### src/rtl/controle_es.sv
// controle_es -- I/O handshake responder between the control unit and the
// board's pushbutton, switches and display.
//
// When the control unit stalls on an `in` or `out` instruction, this block
// waits for a debounced button press. It then returns a one-cycle `sinal`
// pulse so that the control unit can complete the instruction.
//
// Optional build macro: ES_AUTOCONFIRMA_EN
//   When defined, an AGUARDA cycle counter confirms automatically after
//   AUTO_CICLOS cycles. A real debounced press can still confirm first.
//
// Ports:
//   clock           system clock (rising edge)
//   reset           asynchronous reset, active low
//   in / out        input / output request from the control unit
//   stop            stall or halt from the control unit
//   botao           raw pushbutton, 1 = pressed (asynchronous)
//   chaves          raw switches, captured into dado_in on an `in` confirm
//   dado_out        register value, latched for the display on an `out` request
//   sinal           registered one-cycle confirmation pulse
//   dado_in         captured switch value, zero-extended to 32 bits
//   display_val     latched display value
//   display_valido  1 once any `out` has been latched
//   esperando       1 while waiting for the user
//   parado          registered halt indicator (stop=1, in=out=0)
module controle_es #(
    parameter int unsigned LARGURA_CHAVES  = 16,
    parameter int unsigned DEBOUNCE_CICLOS = 500000,
    parameter int unsigned AUTO_CICLOS     = 8
) (
    input  logic                      clock,
    input  logic                      reset,
    input  logic                      in,
    input  logic                      out,
    input  logic                      stop,
    input  logic                      botao,
    input  logic [LARGURA_CHAVES-1:0] chaves,
    input  logic [31:0]               dado_out,
    output logic                      sinal,
    output logic [31:0]               dado_in,
    output logic [31:0]               display_val,
    output logic                      display_valido,
    output logic                      esperando,
    output logic                      parado
);

    if (DEBOUNCE_CICLOS == 0 || AUTO_CICLOS == 0) begin : g_parametro_invalido
        $error("controle_es: DEBOUNCE_CICLOS and AUTO_CICLOS must be at least 1");
    end

    localparam int unsigned DB_W = $clog2(DEBOUNCE_CICLOS + 1);
    localparam logic [DB_W-1:0] DB_FIM = DB_W'(DEBOUNCE_CICLOS - 1);

    typedef enum logic [1:0] {
        OCIOSO,
        AGUARDA,
        CONFIRMA,
        LIBERA
    } estado_t;

    estado_t         estado;
    logic            eh_in;          // pending request is an `in`
    logic [1:0]      sinc;           // two-flop button synchronizer
    logic [DB_W-1:0] db_cnt;
    logic            botao_estavel;
    logic            estavel_q;
    logic            press;
    logic            confirma;

    // Debouncer: the stable level flips only after the synchronized button
    // has disagreed with it for DEBOUNCE_CICLOS consecutive cycles.
    always_ff @(posedge clock or negedge reset) begin
        if (!reset) begin
            sinc          <= '0;
            db_cnt        <= '0;
            botao_estavel <= 1'b0;
            estavel_q     <= 1'b0;
        end else begin
            sinc      <= {sinc[0], botao};
            estavel_q <= botao_estavel;
            if (sinc[1] == botao_estavel) begin
                db_cnt <= '0;
            end else if (db_cnt == DB_FIM) begin
                botao_estavel <= ~botao_estavel;
                db_cnt        <= '0;
            end else begin
                db_cnt <= db_cnt + DB_W'(1);
            end
        end
    end

    always_comb begin
        press = botao_estavel & ~estavel_q;
    end

`ifdef ES_AUTOCONFIRMA_EN
    localparam int unsigned AUTO_W = $clog2(AUTO_CICLOS + 1);
    localparam logic [AUTO_W-1:0] AUTO_FIM = AUTO_W'(AUTO_CICLOS);

    logic [AUTO_W-1:0] auto_cnt;

    // Counts cycles spent in AGUARDA; restarts from 0 on every entry.
    always_ff @(posedge clock or negedge reset) begin
        if (!reset) begin
            auto_cnt <= '0;
        end else if (estado != AGUARDA) begin
            auto_cnt <= '0;
        end else if (auto_cnt != AUTO_FIM) begin
            auto_cnt <= auto_cnt + AUTO_W'(1);
        end
    end

    always_comb begin
        confirma = press | ((estado == AGUARDA) && (auto_cnt == AUTO_FIM));
    end
`else
    always_comb begin
        confirma = press;
    end
`endif

    // Handshake FSM. All outputs are registered and updated together with
    // the state, so `sinal` is high exactly while the FSM is in CONFIRMA.
    always_ff @(posedge clock or negedge reset) begin
        if (!reset) begin
            estado         <= OCIOSO;
            eh_in          <= 1'b0;
            sinal          <= 1'b0;
            esperando      <= 1'b0;
            parado         <= 1'b0;
            dado_in        <= '0;
            display_val    <= '0;
            display_valido <= 1'b0;
        end else begin
            parado <= stop & ~in & ~out;
            sinal  <= 1'b0;
            case (estado)
                OCIOSO: begin
                    if (in) begin
                        estado    <= AGUARDA;
                        eh_in     <= 1'b1;
                        esperando <= 1'b1;
                    end else if (out) begin
                        estado         <= AGUARDA;
                        eh_in          <= 1'b0;
                        esperando      <= 1'b1;
                        display_val    <= dado_out;
                        display_valido <= 1'b1;
                    end
                end
                AGUARDA: begin
                    // A withdrawn request wins over a coincident press.
                    if (!in && !out) begin
                        estado    <= OCIOSO;
                        esperando <= 1'b0;
                    end else if (confirma) begin
                        estado    <= CONFIRMA;
                        esperando <= 1'b0;
                        sinal     <= 1'b1;
                        if (eh_in) begin
                            dado_in <= 32'(chaves);
                        end
                    end
                end
                CONFIRMA: begin
                    estado <= LIBERA;
                end
                LIBERA: begin
                    // Held button must be released before the next request.
                    if (!botao_estavel) begin
                        estado <= OCIOSO;
                    end
                end
                default: begin
                    estado <= OCIOSO;
                end
            endcase
        end
    end

endmodule
### config.mk
export PLATFORM = sky130hd
export DESIGN_NAME = controle_es
export DESIGN_NICKNAME = d
export VERILOG_FILES = /design/src/rtl/controle_es.sv
export SDC_FILE = /design/constraint.sdc
export NUM_CORES = 1
export LEC_CHECK = 0
export BUFFER_PORTS_ARGS = -buffer_cell sky130_fd_sc_hd__buf_2
export CORE_MARGIN = 5
export CORE_UTILIZATION = 44
export CTS_CLUSTER_SIZE = 12
export DETAILED_ROUTE_END_ITERATION = 16
export HOLD_SLACK_MARGIN = 0.08
export PLACE_DENSITY = 0.78
export SLEW_MARGIN = 15
export SYNTH_ARGS = -nofsm -noshare
export SYNTH_HDL_FRONTEND = slang
export SYNTH_SLANG_ARGS = --single-unit
export TNS_END_PERCENT = 30
### constraint.sdc
create_clock -name clock -period 1.9 [get_ports clock]
set_input_delay 0.19 -clock clock [delete_from_list [all_inputs] [get_ports clock]]
set_output_delay 0.19 -clock clock [all_outputs]
set_load 0.01 [all_outputs]
Word level (Yosys, flattened, before mapping)
Cells that the tools add are included.
Widths: inputs -> output; s select.

storage, ports and cells
  register bits = 78
  latch bits = 0
  bits in writable memories = 0
  ROM bits = 0
  input port bits = 54
  output and inout bits = 68
  word-level logic and storage cells = 60
  memories kept = 0

cells by class
  add/sub/neg operators = 1
  $mul = 0
  div/mod/pow operators = 0
  $lt $le $gt $ge = 0
  equal/unequal tests = 8
  shifts and indexed selects = 0
  mux-type cells = 18
  bitwise gates (word level) = 9
  reduce and logical (&&, ||, !) cells = 12

operators with widths
  kind                   count
  $mux 19                2
  $add 19x1->19 const B  1
  $eq 19x19->1 const B   1
  $mux 2                 5
  $mux 1                 9
  $reduce_and 3->1       3
  $pmux 2 s4             1
  $ne 3x3->1 const B     2
  $not 1->1              6
  $eq 2x2->1 const B     2
  $reduce_and 2->1       2
  $reduce_and 4->1       1
  $reduce_bool 2->1      2
  $and 1x1->1            3
  $eq 2x1->1 const B     1
  $logic_not 1->1        2
  $logic_not 2->1        1
  $ne 2x2->1 const B     1
  $pmux 1 s2             1
  $eq 1x1->1             1
  $logic_and 1x1->1      1

Longest topological paths before layout
Gate-level depths: netlist of the first run.

  depth after elaboration = 5
  gate-level depth with buffers = 6
  depth with buffers taken out = 5

Least setup slack after synthesis of the first run
No wires, ideal clock.

  kind = register -> register
  start point = register db_cnt[11]
  end point = register db_cnt[10]
  setup time = 119 ps
  arrival = 1652 ps
  required time = 1781 ps
  setup slack = 129 ps
  stages on the path, launching flop included = 6
  buffers on the path = 1
  period minus slack after synthesis = 1771 ps
  cells stage by stage = dfrtp_1 > nor4_1 > nand4_1 > o41ai_4 > buf_4 > nor2_1

between the ends
  cells in the longest elaborated chain, start to end = 3

ends and longest elaborated chain
  element                 line  RTL
  start, declared         64    logic [DB_W-1:0] db_cnt;
  start signal, assigned  87    db_cnt <= db_cnt + DB_W'(1);
  $eq 19x19->1            83    end else if (db_cnt == DB_FIM) begin
  $mux 19                 83
  $mux 19                 81    if (sinc[1] == botao_estavel) begin

Every way passes these cells.
A chain may end at the register's enable or synchronous reset.

Worst setup path in the final report of the first run
  start point = register db_cnt[8]
  end point = register db_cnt[16]

between the ends
  cells in the longest elaborated chain, start to end = 3
  elaborated cells between the ends (all ways) = 4
  those cells by class = 1 x add/sub; 1 x eq/ne; 2 x mux

ends and longest elaborated chain
  element                                               line
  $add 19x1->19 / $eq 19x19->1 (equally long branches)  87, 83
  $mux 19 (*)                                           83
  $mux 19 (*)                                           81

Mark *: on every way between the ends. The rest lies on a longest branch, timed or not.

==> results of run 1 <==
==> per-layer routing <==
metal / track usage [%] / share of wire, % / wire, um / up-vias
li1: - / - / - / 1178
met1: 20.8 / 38 / 3000 / 1227
met2: 31.2 / 53 / 4110 / 97
met3: 5.55 / 7.0 / 548 / 14
met4: 6.04 / 1.9 / 150 / 0
met5: 0 / 0 / 0 / -
==> kinds of logic after synthesis <==
| kind of cell | Yosys count | share of synthesized area (%) |
|---|---|---|
| multiplexers | 50 | 17.2 |
| other | 1 | 0.115 |
| adder cells (fa/ha/maj) | 1 | 0.383 |
| AND/OR/NAND/NOR | 63 | 9.82 |
| flip-flops | 78 | 59.8 |
| XOR/XNOR | 13 | 3.49 |
| AO/OA/AOI/OAI | 17 | 3.64 |
| buffers and inverters | 29 | 5.52 |
==> path summary, 6_finish.rpt <==
| path | from | end | slack [ns] | cells after the start |
|---|---|---|---|---|
| setup reg to reg | db_cnt[8] | db_cnt[16] | 0.08 | 4 |
| max in group asynchronous | reset | display_val[1] | 1.02 | 3 |
| setup / recovery | db_cnt[8] | db_cnt[16] | 0.08 | 4 |
| hold reg to reg | sinc[0] | sinc[1] | 0.35 | 0 |
| min in group asynchronous | reset | display_val[7] | 0.30 | 2 |
| hold / removal | dado_out[17] | display_val[17] | 0.1 | 2 |
==> registers in the layout, indices dropped and copies added (netlist names), named ones only <==
signal          count
db_cnt             19
display_valido      1
sinal               1
parado              1
eh_in               1
estavel_q           1
display_val        32
botao_estavel       1
esperando           1
dado_in            16
estado              1
sinc                2
==> power by group <==
part | leakage (nW) | switching (mW) | internal (mW)
clock network | 0.101 | 0.614 | 0.559
logic | 1.16 | 0.572 | 0.664
registers | 1.00 | 0.220 | 2.05
==> worst max-delay path: cells and delay by family, from the launching register on <==
kind | cells | cell delay, ns
DFF | 1 | 0.45
and+or+nand+nor | 3 | 1.11
AOI/OAI and AO/OA | 1 | 0.18
==> metrics by stage <==
stage / cells / instance area, um^2 / util, %
5_1_grt: 522 / 4610 / 63.5
3_5_place_dp: 457 / 3910 / 53.9
6_report: 522 / 4610 / 63.5
4_1_cts: 522 / 4600 / 63.4
2_1_floorplan: 267 / 3320 / -
3_3_place_gp: 457 / 3910 / 53.9
==> timing repair <==
item / CTS / global route
hold buffers: 49 / 0
hold endpoints to repair: 106 / 0
endpoints found under the setup margin: 0 / 13
gates resized for setup: 0 / 2
==> layout make-up <==
class | instances | area [um^2] | area share, %
clock inverters | 5 | 42.5 | 0.924
inverters | 5 | 18.8 | 0.407
multi-input cells | 160 | 1190 | 25.9
well taps | 99 | 124 | 2.69
clock buffers | 11 | 151 | 3.29
repair buffers | 164 | 1120 | 24.4
flip-flops and latches | 78 | 1950 | 42.4
==> cell usage in the layout, fill, tap and decap left out, types with 6 or more instances in the layout <==
| master | n |
|---|---|
| sky130_fd_sc_hd__a21oi_1 | 7 |
| sky130_fd_sc_hd__buf_2 | 104 |
| sky130_fd_sc_hd__buf_4 | 8 |
| sky130_fd_sc_hd__clkbuf_8 | 11 |
| sky130_fd_sc_hd__conb_1 | 16 |
| sky130_fd_sc_hd__dfrtp_1 | 78 |
| sky130_fd_sc_hd__dlygate4sd3_1 | 49 |
| sky130_fd_sc_hd__mux2_2 | 49 |
| sky130_fd_sc_hd__nand2_1 | 6 |
| sky130_fd_sc_hd__nand3_1 | 6 |
| sky130_fd_sc_hd__nand4_1 | 6 |
| sky130_fd_sc_hd__nor2_1 | 21 |
| sky130_fd_sc_hd__xnor2_1 | 7 |
| sky130_fd_sc_hd__xor2_1 | 6 |
==> impl_metrics.py, run 1 <==
metrics = {
    "clock_network": {
        "post_cts_buffers": 0,
        "number_of_buffers_created_by_cts": 9,
        "cts_tree": "built",
        "cts.reportedPaths.clkPinSlew_ns": 0.08,
        "cts_num_sinks": 78,
        "clockBufferDepth": 2,
        "worstSkewPairLatency_ns": 0.35,
        "cts_root_buf": "sky130_fd_sc_hd__clkbuf_8",
        "htree_levels": 3,
    },
    "worst_setup_path": {
        "end_kind": "flip-flop",
        "worst_ep_required_time_ns": 2.16,
        "cp_slowest_stage_delay_ns": 0.50,
        "critical_path_peak_fanout": 8,
        "critPathKind": "flip-flop to flip-flop",
        "critical-path-slowest-cell": "sky130_fd_sc_hd__or4_1",
        "cp_cell_sequence": "nand4_1, or3_4, or4_1, a21oi_1",
        "arr_time_crit_path_ns": 2.09,
        "worst_setup_path_start_kind": "flip-flop",
    },
    "routing": {
        "drt_pass1_iterations": 4,
        "iteration_0_drc_count_of_the_detailed_router": 40,
        "drt-vias-per-instance": 4.82,
        "drc": 0,
        "routedWlPerCell_um": 15.0,
        "final_antenna_net_count": 0,
        "route.vias.total": 2516,
        "routed_wirelength_um": 7800,
    },
    "timing": {
        "report.final.hold_viol_count": 0,
        "final_min_period_over_clock_period_pct": 95.9,
        "post-route-worst-setup-slack_ns": 0.0772,
        "timing_max_transition_violations_final": 0,
        "achievable-frequency_mhz": 549,
        "final.min_clock_period_ns": 1.82,
        "clock-skew-final_ns": 0.00929,
        "whs_ns": 0.0968,
        "number_of_setup_violations_in_the_final_report": 0,
        "timing.setup.tns_ns": 0,
    },
    "yosys": {
        "synth_area_um2": 3260,
        "synth_largest_type_area_fraction_pct": 59.8,
        "synth.most_common_cell": "sky130_fd_sc_hd__dfrtp_1",
        "post_synth_edffs": 0,
        "synthTopCellsByCount": "sky130_fd_sc_hd__dfrtp_1, sky130_fd_sc_hd__mux2_2, sky130_fd_sc_hd__nor2_1",
        "netlist_instances": 252,
        "yosys_most_used_dff": "sky130_fd_sc_hd__dfrtp_1",
        "synth.yosys.warnings": 0,
        "netlist_top_cells_area": "sky130_fd_sc_hd__dfrtp_1, sky130_fd_sc_hd__mux2_2, sky130_fd_sc_hd__buf_4, sky130_fd_sc_hd__nor2_1, sky130_fd_sc_hd__xnor2_1",
        "yosysTopAreaCell": "sky130_fd_sc_hd__dfrtp_1",
        "ys_async_sr_fraction_pct": 100,
        "synth.ff_latch_count": 78,
        "synthDistinctLibCells": 32,
        "syn_avg_cell_area_um2": 12.9,
        "synth_sequential_area_ratio_pct": 59.8,
    },
    "power_and_ir_drop": {
        "power.total_mw": 4.68,
        "cellPowerDensity_nw_per_um2": 1020,
        "peak_supply_drop_uv": 680,
        "cellLeakagePower_nw": 2.26,
    },
    "grt": {
        "first_global_vias": 2771,
        "grt_use_total_pct": 17.9,
        "grt_max_degree": 36,
        "grt_antenna_before_repair": 0,
        "global_route_wire_length_before_repair_um": 12700,
        "gr-total-overflow": 0,
    },
    "floorplanning": {
        "row_count": 31,
        "start_util_pct": 45.0,
        "overall_die_height_um": 96.1,
        "num_io_pins": 122,
        "coreArea_um2": 7250,
        "die-area_um2": 9240,
        "horizontal_die_dimension_um": 96.1,
    },
    "layout": {
        "area_growth_syn_to_fin_pct": 41.1,
        "finalNetCount": 473,
        "num_antenna_cells": 0,
        "fillCellCount": 555,
        "layout-drive-gt1-share_pct": 43.7,
    },
    "placement": {
        "dp_slack_ns": 0.0832,
        "buffers_added_on_ports": 105,
        "hpwlAfterDp_um": 5180,
        "gp_routability_congestion": 0.835,
    },
    "outcome": {
        "result_of_the_run": "completed",
    },
    "flow_run": {
        "cap_viol_max_count": 0,
    },
    "hold_path": {
        "timing.hold.worst.class": "input pin to flip-flop",
    },
}
(Power assumes the default switching activity.)
==> inputs of run 2 (changes only) <==
SETUP_SLACK_MARGIN = 0.1   (was not set)
==> run 2 against run 1 <==
Largest cell class unchanged; hold slack gained 0.0019 ns; via count grew 0.64%; highest routed layer unchanged; worst setup slack gained 0.026 ns.
==> impl_metrics.py, run 2 (same netlist as run 1, synthesis figures left out) <==
metrics = {
    "worst_setup_path": {
        "worstReg2RegStart": "db_cnt[9]",
        "worst_reg_to_reg_path_cell_count": 4,
        "end_kind": "flip-flop",
        "critPathKind": "flip-flop to flip-flop",
        "cp_slowest_stage_delay_ns": 0.50,
        "worst_setup_path_start_kind": "flip-flop",
        "worst-r2r-setup-slack_ns": 0.10,
        "r2r-end": "db_cnt[18]",
        "cp_cell_sequence": "nand4_1, or3_4, or4_1, a21oi_2",
        "arr_time_crit_path_ns": 2.08,
        "worst_ep_required_time_ns": 2.18,
        "critical-path-slowest-cell": "sky130_fd_sc_hd__or4_1",
        "critical_path_peak_fanout": 8,
    },
    "grt": {
        "grt_max_degree": 36,
        "grt_antenna_before_repair": 0,
        "global_route_wire_length_before_repair_um": 12700,
        "gr-total-overflow": 0,
        "first_global_vias": 2777,
        "grt_use_total_pct": 17.9,
    },
    "floorplanning": {
        "start_util_pct": 45.0,
        "horizontal_die_dimension_um": 96.1,
        "die-area_um2": 9240,
        "coreArea_um2": 7250,
        "overall_die_height_um": 96.1,
        "num_io_pins": 122,
        "row_count": 31,
    },
    "routing": {
        "drt-vias-per-instance": 4.80,
        "drt_pass1_iterations": 5,
        "routedWlPerCell_um": 15.0,
        "iteration_0_drc_count_of_the_detailed_router": 52,
        "route.layer.met1.wl_um": 3030,
        "final_antenna_net_count": 0,
        "routed.top_layer": "met4",
        "wl_met3_um": 532,
        "met2_wirelength_um": 4270,
        "route.vias.total": 2532,
        "routed_wirelength_um": 7940,
        "drc": 0,
    },
    "placement": {
        "placedCellCount": 457,
        "postPlaceCellArea_um2": 3910,
        "dp_slack_ns": 0.0832,
        "buffers_added_on_ports": 105,
        "hpwlAfterDp_um": 5180,
        "gp_routability_congestion": 0.835,
    },
    "layout": {
        "num_antenna_cells": 0,
        "layout_top_registers": "display_val (32), db_cnt (19), dado_in (16)",
        "largest_register_by_flop_count": "display_val",
        "area_growth_syn_to_fin_pct": 44.0,
        "layout.cells.most_common": "sky130_fd_sc_hd__buf_2",
        "final_cell_count_no_fill": 528,
        "max_ffs_per_register": 32,
        "top_library_cells_by_usage_in_the_layout_fill_and_taps_aside": "sky130_fd_sc_hd__buf_2, sky130_fd_sc_hd__dfrtp_1, sky130_fd_sc_hd__mux2_2, sky130_fd_sc_hd__dlygate4sd3_1, sky130_fd_sc_hd__nor2_1",
        "final_design_area_no_fill_um2": 4700,
        "layout-drive-gt1-share_pct": 46.6,
        "finalNetCount": 479,
        "fillCellCount": 546,
    },
    "timing": {
        "number_of_setup_violations_in_the_final_report": 0,
        "timing.setup.tns_ns": 0,
        "clock-skew-final_ns": 0.0107,
        "timing_max_transition_violations_final": 0,
        "achievable-frequency_mhz": 557,
        "post-route-worst-setup-slack_ns": 0.103,
        "grt_setup_unrepaired": "true",
        "report.final.hold_viol_count": 0,
        "final_min_period_over_clock_period_pct": 94.6,
        "final.min_clock_period_ns": 1.80,
    },
    "clock_network": {
        "cts.reportedPaths.clkPinSlew_ns": 0.08,
        "worstSkewPairLatency_ns": 0.34,
        "cts_root_buf": "sky130_fd_sc_hd__clkbuf_8",
        "cts_num_sinks": 78,
        "cts_tree": "built",
        "number_of_buffers_created_by_cts": 9,
        "clockBufferDepth": 2,
        "htree_levels": 3,
    },
    "power_and_ir_drop": {
        "internal_power_mw": 3.27,
        "power.total_mw": 4.68,
        "seq_power_share_pct": 48.4,
        "switchingPower_mw": 1.41,
        "cellLeakagePower_nw": 2.30,
        "switching_share_pct": 30.1,
        "power.share.clock_pct": 25.0,
        "power_frac_comb_pct": 26.5,
        "cellPowerDensity_nw_per_um2": 997,
        "peak_supply_drop_uv": 681,
    },
    "hold_path": {
        "worstHoldStart": "dado_out[17]",
        "timing.hold.worst.class": "input pin to flip-flop",
        "hold_end": "display_val[17]",
        "worst_hold_path.num_cells": 2,
    },
    "outcome": {
        "result_of_the_run": "completed",
    },
    "flow_run": {
        "cap_viol_max_count": 0,
    },
}
==> run 2: cell count changes in the layout (fill, tap and decap cells not counted), sizes merged <==
cell / change
buf: +6
==> run 2: timing repair <==
action | 4_1_cts | 5_1_grt
hold buffers | 49 | 0
endpoints found under the setup margin | 2 | 19
resized for setup | 2 | 11
hold endpoints to repair | 106 | 0
setup buffers | 0 | 5
cloned | 0 | 1
pin swaps | 0 | 9
==> run 2: worst max-delay path: cells and delay by family (launching register included) <==
kind | cells | cell delay (ns)
compound gates | 1 | 0.14
flops | 1 | 0.45
simple gates | 3 | 1.14
==> run 2: layer usage <==
metal,global-route usage [%],vias up
met3,5.55,10
met1,20.7,1239
met4,6.28,0
li1,-,1188
met2,31.3,95
met5,0,-
==> run 2: power groups by stage <==
stage	Sequential (mW)	Combinational (mW)	Clock, mW
final	2.27	1.24	1.17
after global routing	2.32	1.36	1.29
after CTS	2.26	1.25	1.22
after detailed placement	2.28	1.17	0
after global placement	2.26	1.13	0
after floorplan	2.44	0.458	0
==> run 2: layout make-up <==
class,instances,area (um^2),share of cell area (%)
well taps,99,124,2.64
repair buffers,170,1170,24.9
multi-input cells,160,1240,26.4
inverters,5,18.8,0.399
clock buffers,11,151,3.22
clock inverters,5,42.5,0.905
flip-flops and latches,78,1950,41.6
==> run 2: worst max path at each step <==
stage | start | to | slack (ns) | depth (start not counted)
floorplan | db_cnt[11] | db_cnt[10] | 0.13 | 5
global placement | db_cnt[8] | db_cnt[16] | 0.18 | 4
detailed placement | db_cnt[8] | db_cnt[16] | 0.08 | 4
CTS | db_cnt[11] | db_cnt[16] | 0.12 | 5
global route | db_cnt[0] | db_cnt[6] | 0.04 | 6
finish | db_cnt[9] | db_cnt[18] | 0.10 | 4
==> run 2: through the flow <==
stage	util [%]	hold slack, ns
detailed placement	53.9	0.117
CTS	63.5	0.0844
global route	64.8	0.0833
global placement	53.9	0.113
finish	64.8	0.0987
floorplan	-	-0.106
==> inputs of run 3 (changes only) <==
CORE_UTILIZATION = 45   (was 44)
GPL_TIMING_DRIVEN = 0   (was not set)
PLACE_DENSITY = 0.76   (was 0.78)
SLEW_MARGIN = not set   (was 15)
clock period = 1.83 ns   (was 1.9 ns; I/O delays follow)
==> run 3 against run 2 <==
Combinational power increased by 7%; die area fell by 2.0%; wire length shrank 2.5%; flip-flop and latch count did not move; first-iteration DRC count is 110% higher; sequential share of layout area shrank 1.6 points; register-to-register slack about the same; power rose by 8.6%; cell count up 4.0%; hold slack better by 0.029 ns.
==> impl_metrics.py, run 3 (same netlist as run 1, synthesis figures left out) <==
metrics = {
    "layout": {
        "layout_top_registers": "display_val (32), db_cnt (19), dado_in (16)",
        "fillCellCount": 529,
        "finalNetCount": 500,
        "num_antenna_cells": 0,
        "largest_register_by_flop_count": "display_val",
        "area_growth_syn_to_fin_pct": 50.0,
        "layout-drive-gt1-share_pct": 48.9,
        "max_ffs_per_register": 32,
        "layout.cells.most_common": "sky130_fd_sc_hd__buf_2",
        "final_cell_count_no_fill": 549,
        "top_library_cells_by_usage_in_the_layout_fill_and_taps_aside": "sky130_fd_sc_hd__buf_2, sky130_fd_sc_hd__dfrtp_1, sky130_fd_sc_hd__dlygate4sd3_1",
        "final_design_area_no_fill_um2": 4890,
    },
    "routing": {
        "iteration_0_drc_count_of_the_detailed_router": 109,
        "met2_wirelength_um": 4170,
        "route.layer.met1.wl_um": 2920,
        "route.vias.total": 2556,
        "final_antenna_net_count": 0,
        "routedWlPerCell_um": 14.1,
        "routed_wirelength_um": 7750,
        "drt_pass1_iterations": 4,
        "drc": 0,
        "routed.top_layer": "met4",
        "wl_met3_um": 532,
        "drt-vias-per-instance": 4.66,
    },
    "grt": {
        "first_global_vias": 2696,
        "gr-total-overflow": 0,
        "grt_max_degree": 64,
        "global_route_wire_length_before_repair_um": 12500,
        "grt_use_total_pct": 17.9,
        "grt_antenna_before_repair": 0,
    },
    "clock_network": {
        "number_of_buffers_created_by_cts": 9,
        "worstSkewPairLatency_ns": 0.34,
        "cts.reportedPaths.clkPinSlew_ns": 0.08,
        "clockBufferDepth": 2,
        "cts_tree": "built",
        "cts_num_sinks": 78,
        "cts_root_buf": "sky130_fd_sc_hd__clkbuf_8",
        "htree_levels": 3,
    },
    "worst_setup_path": {
        "worst_reg_to_reg_path_cell_count": 5,
        "setup.worst_path.end": "db_cnt[16]",
        "worst_setup_path_start_kind": "flip-flop",
        "end_kind": "flip-flop",
        "worstReg2RegStart": "db_cnt[9]",
        "critPathKind": "flip-flop to flip-flop",
        "critical_path.n_buffers_inverters": 1,
        "critical-path-slowest-cell": "sky130_fd_sc_hd__or4_4",
        "cp_cell_sequence": "nand4_1, or3_1, buf_6, or4_4, a21oi_2",
        "worst_ep_required_time_ns": 2.11,
        "r2r-end": "db_cnt[16]",
        "arr_time_crit_path_ns": 2.01,
        "critical_path_peak_fanout": 7,
        "path_depth": 5,
        "crit_start": "db_cnt[9]",
        "critical_path.top_delay_family": "simple AND/OR/NAND/NOR gates",
        "worst-r2r-setup-slack_ns": 0.10,
        "cp_slowest_stage_delay_ns": 0.48,
    },
    "placement": {
        "hpwlAfterDp_um": 4920,
        "postPlaceCellArea_um2": 4000,
        "buffers_added_on_ports": 105,
        "placedCellCount": 472,
        "gp_routability_congestion": 0.855,
    },
    "timing": {
        "final_min_period_over_clock_period_pct": 94.5,
        "grt_setup_unrepaired": "true",
        "clock-skew-final_ns": 0.00808,
        "report.final.hold_viol_count": 0,
        "timing_max_transition_violations_final": 0,
        "number_of_setup_violations_in_the_final_report": 0,
        "final.min_clock_period_ns": 1.73,
        "achievable-frequency_mhz": 578,
    },
    "floorplanning": {
        "num_io_pins": 122,
        "row_count": 31,
        "horizontal_die_dimension_um": 95.2,
        "coreArea_um2": 7140,
        "overall_die_height_um": 95.2,
        "die-area_um2": 9050,
        "start_util_pct": 45.7,
    },
    "outcome": {
        "result_of_the_run": "completed",
    },
    "power_and_ir_drop": {
        "peak_supply_drop_uv": 847,
        "internal_power_mw": 3.63,
        "power.share.clock_pct": 27.6,
        "cellPowerDensity_nw_per_um2": 1040,
        "seq_power_share_pct": 46.3,
        "power_frac_comb_pct": 26.1,
        "switching_share_pct": 28.7,
        "switchingPower_mw": 1.46,
        "cellLeakagePower_nw": 2.42,
    },
    "hold_path": {
        "timing.hold.worst.class": "input pin to flip-flop",
    },
    "flow_run": {
        "cap_viol_max_count": 0,
    },
}
-- run 3: how the worst min path moves through the flow --
stage	start	to	slack [ns]	depth (start not counted)
finish	out	estado[0]	0.13	3
global route	out	estado[0]	0.13	3
CTS	out	estado[0]	0.12	3
detailed placement	reset	display_val[17]	0.06	1
global placement	botao	sinc[0]	0.29	1
floorplan	reset	async pin	-0.11	0
-- run 3: cell type report --
type / instances / area (um^2) / area share [%]
Sequential cell: 78 / 1960 / 40.0
Multi-Input combinational cell: 160 / 1250 / 25.5
Timing Repair Buffer: 168 / 1150 / 23.5
Buffer: 23 / 183 / 3.73
Clock buffer: 11 / 131 / 2.68
Tap cell: 99 / 124 / 2.53
Clock inverter: 5 / 82.6 / 1.69
Inverter: 5 / 18.8 / 0.384
-- run 3: power groups by stage --
stage / clock network (mW) / registers (mW) / logic [mW]
global route: 1.50 / 2.41 / 1.45
floorplan: 0 / 2.53 / 0.475
CTS: 1.41 / 2.34 / 1.33
global placement: 0 / 2.33 / 1.20
detailed placement: 0 / 2.36 / 1.23
finish: 1.41 / 2.36 / 1.33
-- run 3: timing repair --
item / CTS / global route
hold buffers: 51 / 0
cloned: 0 / 0
buffers inserted: 1 / 10
resized for setup: 11 / 14
endpoints found under the hold margin: 128 / 0
pin swaps: 5 / 6
setup endpoints to repair: 61 / 58
-- run 3: through the flow --
| step | util [%] | total power, mW | setup WS [ns] | TNS (ns) | hold WS [ns] |
|---|---|---|---|---|---|
| 5_1_grt | 68.6 | 5.37 | 0.0190 | 0 | 0.129 |
| 2_1_floorplan | - | 3.01 | 0.112 | 0 | -0.113 |
| 4_1_cts | 66.7 | 5.08 | -0.00598 | -0.0116 | 0.119 |
| 3_5_place_dp | 56.0 | 3.59 | -0.242 | -8.72 | 0.0589 |
| 3_3_place_gp | 55.6 | 3.53 | -0.203 | -7.71 | 0.294 |
| 6_report | 68.6 | 5.09 | 0.101 | 0 | 0.128 |
-- run 3: metal layers --
metal | global-route usage [%] | vias to the layer above
met5 | 0 | -
met4 | 6.61 | 0
met3 | 4.89 | 9
met2 | 32.7 | 79
met1 | 19.6 | 1238
li1 | - | 1230
-- run 3: tightest hold or removal path, cell delays in order --
cell and delay [ns]:
sky130_fd_sc_hd__buf_2 0.11, sky130_fd_sc_hd__nor3_1 0.05, sky130_fd_sc_hd__a21oi_1 0.10
